--- src/rtl/gol_mem_pkg.sv ---
// Shared types and helpers for the row <-> burst-memory transfer path.
// State encoding, default row geometry and word-address packing.
package gol_mem_pkg;

  typedef enum logic [1:0] {
    IDLE,
    WRITE,
    READ,
    FINISH
  } state_t;

  localparam int ROW_BITS_DEF  = 640;
  localparam int WORD_BITS_DEF = 16;
  localparam int WORDS = ROW_BITS_DEF / WORD_BITS_DEF;

  function automatic logic [31:0] pack_addr(
    input logic [31:0] row,
    input logic [31:0] off,
    input int          off_bits
  );
    return (row << off_bits) | off;
  endfunction

endpackage

--- src/rtl/row_transfer_engine_refresh_scheduler.sv ---
// Refresh request flag, raised at operation start and every
// INTERVAL acknowledged words; cleared by the controller's ack.
module refresh_scheduler #(
  parameter int INTERVAL = 18
) (
  input  logic clk,
  input  logic rst,
  input  logic start,
  input  logic word_ack,
  input  logic refresh_ack,
  output logic refresh
);

  localparam int CW = (INTERVAL > 1) ? $clog2(INTERVAL) : 1;

  logic [CW-1:0] cnt;
  logic          hit;

  assign hit = (INTERVAL > 0) && word_ack &&
               (int'(cnt) == INTERVAL - 1);

  always_ff @(posedge clk or negedge rst) begin
    if (!rst) begin
      cnt     <= '0;
      refresh <= 1'b0;
    end else begin
      if (start)
        cnt <= '0;
      else if (word_ack)
        cnt <= hit ? '0 : cnt + 1'b1;
      // a new request wins over a same-cycle ack
      if (start || hit)
        refresh <= 1'b1;
      else if (refresh_ack)
        refresh <= 1'b0;
    end
  end

endmodule

--- src/rtl/row_transfer_engine.sv ---
// Moves one display row to/from burst memory, one word per ack.
// Optional READ_SHADOW_EN: read_row updates atomically at completion.
module row_transfer_engine
  import gol_mem_pkg::*;
#(
  parameter int ROW_BITS         = 640,
  parameter int WORD_BITS        = 16,
  parameter int ADDR_BITS        = 24,
  parameter int ROW_INDEX_BITS   = 9,
  parameter int OFFSET_BITS      = 6,
  parameter int REFRESH_INTERVAL = 18
) (
  input  logic                      clk,
  input  logic                      rst,
  input  logic                      start_write,
  input  logic                      start_read,
  input  logic [ROW_INDEX_BITS-1:0] wr_row_index,
  input  logic [ROW_INDEX_BITS-1:0] rd_row_index,
  input  logic [ROW_BITS-1:0]       write_row,
  output logic [ROW_BITS-1:0]       read_row,
  output logic                      busy,
  output logic                      done,
  output logic                      mem_write,
  input  logic                      mem_write_ack,
  output logic [ADDR_BITS-1:0]      mem_write_addr,
  output logic [WORD_BITS-1:0]      mem_write_data,
  output logic                      mem_read,
  input  logic                      mem_read_ack,
  output logic [ADDR_BITS-1:0]      mem_read_addr,
  input  logic [WORD_BITS-1:0]      mem_read_data,
  output logic                      refresh,
  input  logic                      refresh_ack
);

  localparam int NW = ROW_BITS / WORD_BITS;
  localparam logic [OFFSET_BITS-1:0] LAST =
    OFFSET_BITS'(NW - 1);

  state_t                    state, state_nxt;
  logic [OFFSET_BITS-1:0]    off;
  logic                      both;
  logic [ROW_INDEX_BITS-1:0] wr_row, rd_row;
  logic                      go, wr_ack, rd_ack, last;

  assign go     = (state == IDLE) && (start_write || start_read);
  assign wr_ack = (state == WRITE) && mem_write_ack;
  assign rd_ack = (state == READ) && mem_read_ack;
  assign last   = (off == LAST);

  always_ff @(posedge clk or negedge rst) begin
    if (!rst) state <= IDLE;
    else      state <= state_nxt;
  end

  always_comb begin
    state_nxt = state;
    unique case (state)
      IDLE: begin
        if (start_write)     state_nxt = WRITE;
        else if (start_read) state_nxt = READ;
      end
      WRITE:
        if (wr_ack && last)
          state_nxt = both ? READ : FINISH;
      READ:
        if (rd_ack && last) state_nxt = FINISH;
      FINISH: state_nxt = IDLE;
      default: state_nxt = IDLE;
    endcase
  end

  always_ff @(posedge clk or negedge rst) begin
    if (!rst) begin
      off    <= '0;
      both   <= 1'b0;
      wr_row <= '0;
      rd_row <= '0;
    end else if (state == IDLE) begin
      off <= '0;
      if (go) begin
        both   <= start_write && start_read;
        wr_row <= wr_row_index;
        rd_row <= rd_row_index;
      end
    end else if (wr_ack || rd_ack) begin
      // wraps to 0 so a following read phase starts at word 0
      off <= last ? '0 : off + 1'b1;
    end
  end

  assign busy      = (state != IDLE);
  assign done      = (state == FINISH);
  assign mem_write = (state == WRITE);
  assign mem_read  = (state == READ);

  assign mem_write_addr = mem_write ?
    ADDR_BITS'(pack_addr(32'(wr_row), 32'(off), OFFSET_BITS)) : '0;
  assign mem_read_addr = mem_read ?
    ADDR_BITS'(pack_addr(32'(rd_row), 32'(off), OFFSET_BITS)) : '0;
  assign mem_write_data = mem_write ?
    write_row[int'(off)*WORD_BITS +: WORD_BITS] : '0;

`ifdef READ_SHADOW_EN
  logic [ROW_BITS-1:0] shadow, shadow_nxt;

  always_comb begin
    shadow_nxt = shadow;
    shadow_nxt[int'(off)*WORD_BITS +: WORD_BITS] = mem_read_data;
  end

  always_ff @(posedge clk or negedge rst) begin
    if (!rst) begin
      shadow   <= '0;
      read_row <= '0;
    end else if (rd_ack) begin
      shadow <= shadow_nxt;
      if (last) read_row <= shadow_nxt;
    end
  end
`else
  always_ff @(posedge clk or negedge rst) begin
    if (!rst)
      read_row <= '0;
    else if (rd_ack)
      read_row[int'(off)*WORD_BITS +: WORD_BITS] <= mem_read_data;
  end
`endif

  refresh_scheduler #(
    .INTERVAL(REFRESH_INTERVAL)
  ) u_refresh (
    .clk         (clk),
    .rst         (rst),
    .start       (go),
    .word_ack    (wr_ack || rd_ack),
    .refresh_ack (refresh_ack),
    .refresh     (refresh)
  );

endmodule

--- config.mk ---
export PLATFORM = sky130hd
export DESIGN_NAME = row_transfer_engine
export DESIGN_NICKNAME = d
export VERILOG_FILES = /design/src/rtl/gol_mem_pkg.sv /design/src/rtl/row_transfer_engine_refresh_scheduler.sv /design/src/rtl/row_transfer_engine.sv
export SDC_FILE = /design/constraint.sdc
export NUM_CORES = 1
export LEC_CHECK = 0
export CELL_PAD_IN_SITES_DETAIL_PLACEMENT = 1
export CELL_PAD_IN_SITES_GLOBAL_PLACEMENT = 1
export CORE_AREA = 2 2 535 537
export DETAILED_ROUTE_END_ITERATION = 16
export DIE_AREA = 0 0 537 539
export PLACE_DENSITY = 0.38
export SYNTH_ARGS = -nofsm -noshare
export SYNTH_HDL_FRONTEND = slang
export SYNTH_SLANG_ARGS = --single-unit
--- constraint.sdc ---
create_clock -name clk -period 3.48 [get_ports clk]
set_input_delay 0.696 -clock clk [delete_from_list [all_inputs] [get_ports clk]]
set_output_delay 0.696 -clock clk [all_outputs]
set_load 0.01 [all_outputs]
==> metrics.txt <==
Die H=539 um; Avg Inst Size Synth=14.4 um^2; Worst EP arrival=3.15 ns; CP Data Required Time=2.78 ns; Logic pwr share=0.373; Synth Area in Simple Gates=0.0474; Leak=23.7 nW; Chip Width=537 um; number of global-route vias before repair=28,834; largest net degree at the start of global routing=99; HP Class=flop to flop; H-Tree Depth=3; hold depth=1; post-synthesis sequential area ratio=0.530; Root Driver=clkbuf_16; RSZ-0062 raised after global routing=yes; global-route wire length before repair=301,000 um; # IOs=1,390; hpwl dp=185,000 um; reg2reg setup slack=0.18 ns; adder-cell area share of the yosys netlist=0.00354; total core area=284,000 um^2; Area contributors post-synth=dfrtp_1 (53%), mux2_2 (23%), mux4_2 (8.9%), mux2i_1 (1.8%), and2_1 (1.3%); initial antenna violation count=64; reg2reg path depth=12; synthesis-to-finish area growth=79.4%; Worst Setup Start Kind=flop; routed wire length=233,000 um; Synth Area in Compound Gates=0.0399; worst setup path start=off[0]; fin util=0.201; Max Clock Freq=260 MHz; hold wc startpoint=read_row[350]; Post-DRT Antenna Nets=0; clock tree buffer depth=3; TritonCTS clock tree=yes; FFs w/ async S/R, synth=1.00; Post-Synth XOR/XNOR Area=0.00390; clk_lat worst skew=0.73 ns; Layout Cells excl Fill=7,660; CTS Sinks=673; post-synthesis mux area share=0.341; Inst Count DP=7,410; Crit. End Element=primary output; largest family of logic cells by synthesized area=multiplexers; Initial Util=0.112; number of flops mapped to enable cells by yosys=0; setup ws final=-0.370 ns; Cell Area, Placed=52,400 um^2; Least-Margin Pin Slew=0.909 ns; pre-CTS WS=-0.533 ns; Sequential Power Share=0.283; synthesized flop and latch total=673; clock share of power=0.344; WL/cell=30.4 um; row cnt=196; number of port buffers=1,371; sw frac=0.345; post-route minimum period=3.85 ns; Synth top area share=0.530; Power Density=513 nW/um^2; crit path max fanout=8; setup violators final=16; RD Place Congestion=0.950; Remaining DRCs=0; layout cells sized above 1=0.370; Distinct cells, synth=68; 1st-iter DRT viols=1,275; Max-slew headroom=0.394; Filler Cells Inserted=31,631; Hold Vio Cnt, Final=0; area leader, netlist=dfrtp_1; CTS clk-pin slew, worst paths=0.06 ns; Final Cell Area=57,000 um^2; Mapped Area=31,800 um^2; net total in the final layout=4,472; post-synthesis cell count=2,204; GR Util All Layers=0.156; WS Path Type=flop to primary output; launching point of the worst reg2reg path=off[0]; Fin Clk Skew=0.0379 ns; failing checks=negative setup slack; via/cell ratio=3.50; prevailing post-synth register cell=dfrtp_1; Congestion Overflow GR=0; yosys warns=0; Setup TNS=-4.50 ns; DR pass1 iterations=5; die area=289,000 um^2; P_sw=10.1 mW; VDD IR max=0.333 mV; internal power=19.2 mW; TritonCTS Buffers=93; status=complete, but fails checks; fin. max-slew vios=0; routed via count=26,798; power after layout=29.3 mW; Final Cycle Share=1.11; hold slack=0.486 ns; max_cap viols=0
==> registers in the layout, summed over array words and instances (netlist names) <==
name and flops:
wr_row 9, read_row 640, rd_row 9, u_refresh.refresh 1, state 2, off 6, both 1, u_refresh.cnt 5
==> synthesized netlist by cell type, drive strengths merged, types with 3 or more instances <==
master and instances:
dfrtp 673, mux2 659, mux4 126, buf 102, clkbuf 99, and2 69
nand2 62, mux2i 57, inv 39, o21ai 35, nand3 31, nor2 30
a211oi 17, a221oi 17, a22oi 16, a22o 15, o221ai 15, nand4 14
nor3 13, o22ai 13, a31o 11, ha 9, nand2b 8, a21oi 7
and3 7, nor2b 7, nor4 6, o32ai 6, xnor2 5, o31ai 4
xor2 4, a21bo 3, a31oi 3
==> cells in the final DEF, fill, tap and decap left out, types with 26 or more instances in the layout <==
master | synthesis | layout
clkdlybuf4s50_1 | 0 | 1335
dfrtp_1 | 673 | 668
mux2_2 | 658 | 650
buf_4 | 28 | 182
mux4_2 | 126 | 126
clkbuf_16 | 0 | 94
buf_12 | 0 | 82
and2_1 | 65 | 62
nand2_1 | 56 | 48
mux2i_1 | 57 | 47
diode_2 | 0 | 39
inv_1 | 39 | 39
o21ai_0 | 34 | 33
buf_6 | 2 | 27
nand3_1 | 28 | 26
==> kinds of logic after synthesis <==
family	after synthesis
flops	673
buf+inv	240
other cells	1
mux	842
fa+ha+maj	9
compound gates	171
simple gates	259
xor+xnor	9
==> timing repair <==
action / 4_1_cts / 5_1_grt
setup buffers: 23 / 13
setup endpoints to repair: 99 / 173
gates resized for setup: 204 / 32
gates cloned: 6 / 1
hold buffers: 1 / 0
pin swaps: 42 / 22
hold endpoints to repair: 25 / 0
==> critical path, cell delays in order, from the launching register on <==
cell and delay [ns]:
dfrtp_4 0.41, buf_12 0.16, buf_12 0.18, buf_12 0.14, buf_12 0.13, buf_6 0.10, mux4_2 0.51, mux2i_4 0.30
buf_6 0.20, o32ai_4 0.12, buf_6 0.16
==> metal layers <==
metal  track usage  part of all wire
met5             0           0.00061
met4        0.0312             0.020
met3        0.0501             0.088
met2         0.244              0.45
met1         0.209              0.44
==> final timing paths <==
path,to
min in group asynchronous,read_row[581]
hold reg to reg,read_row[350]
setup / recovery,mem_write_data[8]
hold / removal,read_row[350]
max in group asynchronous,read_row[396]
setup reg to reg,read_row[549]
==> final cells by class <==
cell class,count,area (um^2),share of cell area
antenna,39,97.6,0.00171
multi-input combinational,1308,14800,0.260
clock buffer,130,2680,0.0469
sequential,673,16900,0.296
clock inverter,42,531,0.00930
timing repair buffer,1667,17200,0.301
inverter,39,146,0.00257
tap,3762,4710,0.0825
==> power groups by stage <==
stage               registers, mW  clock network (mW)  logic (mW)
finish                       8.28                10.1        10.9
global route                 8.32                10.8        11.6
CTS                          8.28                10.5        10.9
detailed placement           8.43                   0        9.89
global placement             8.42                   0        9.92
floorplan                    8.43                   0        4.13
Power figures use the tool's default switching activity.
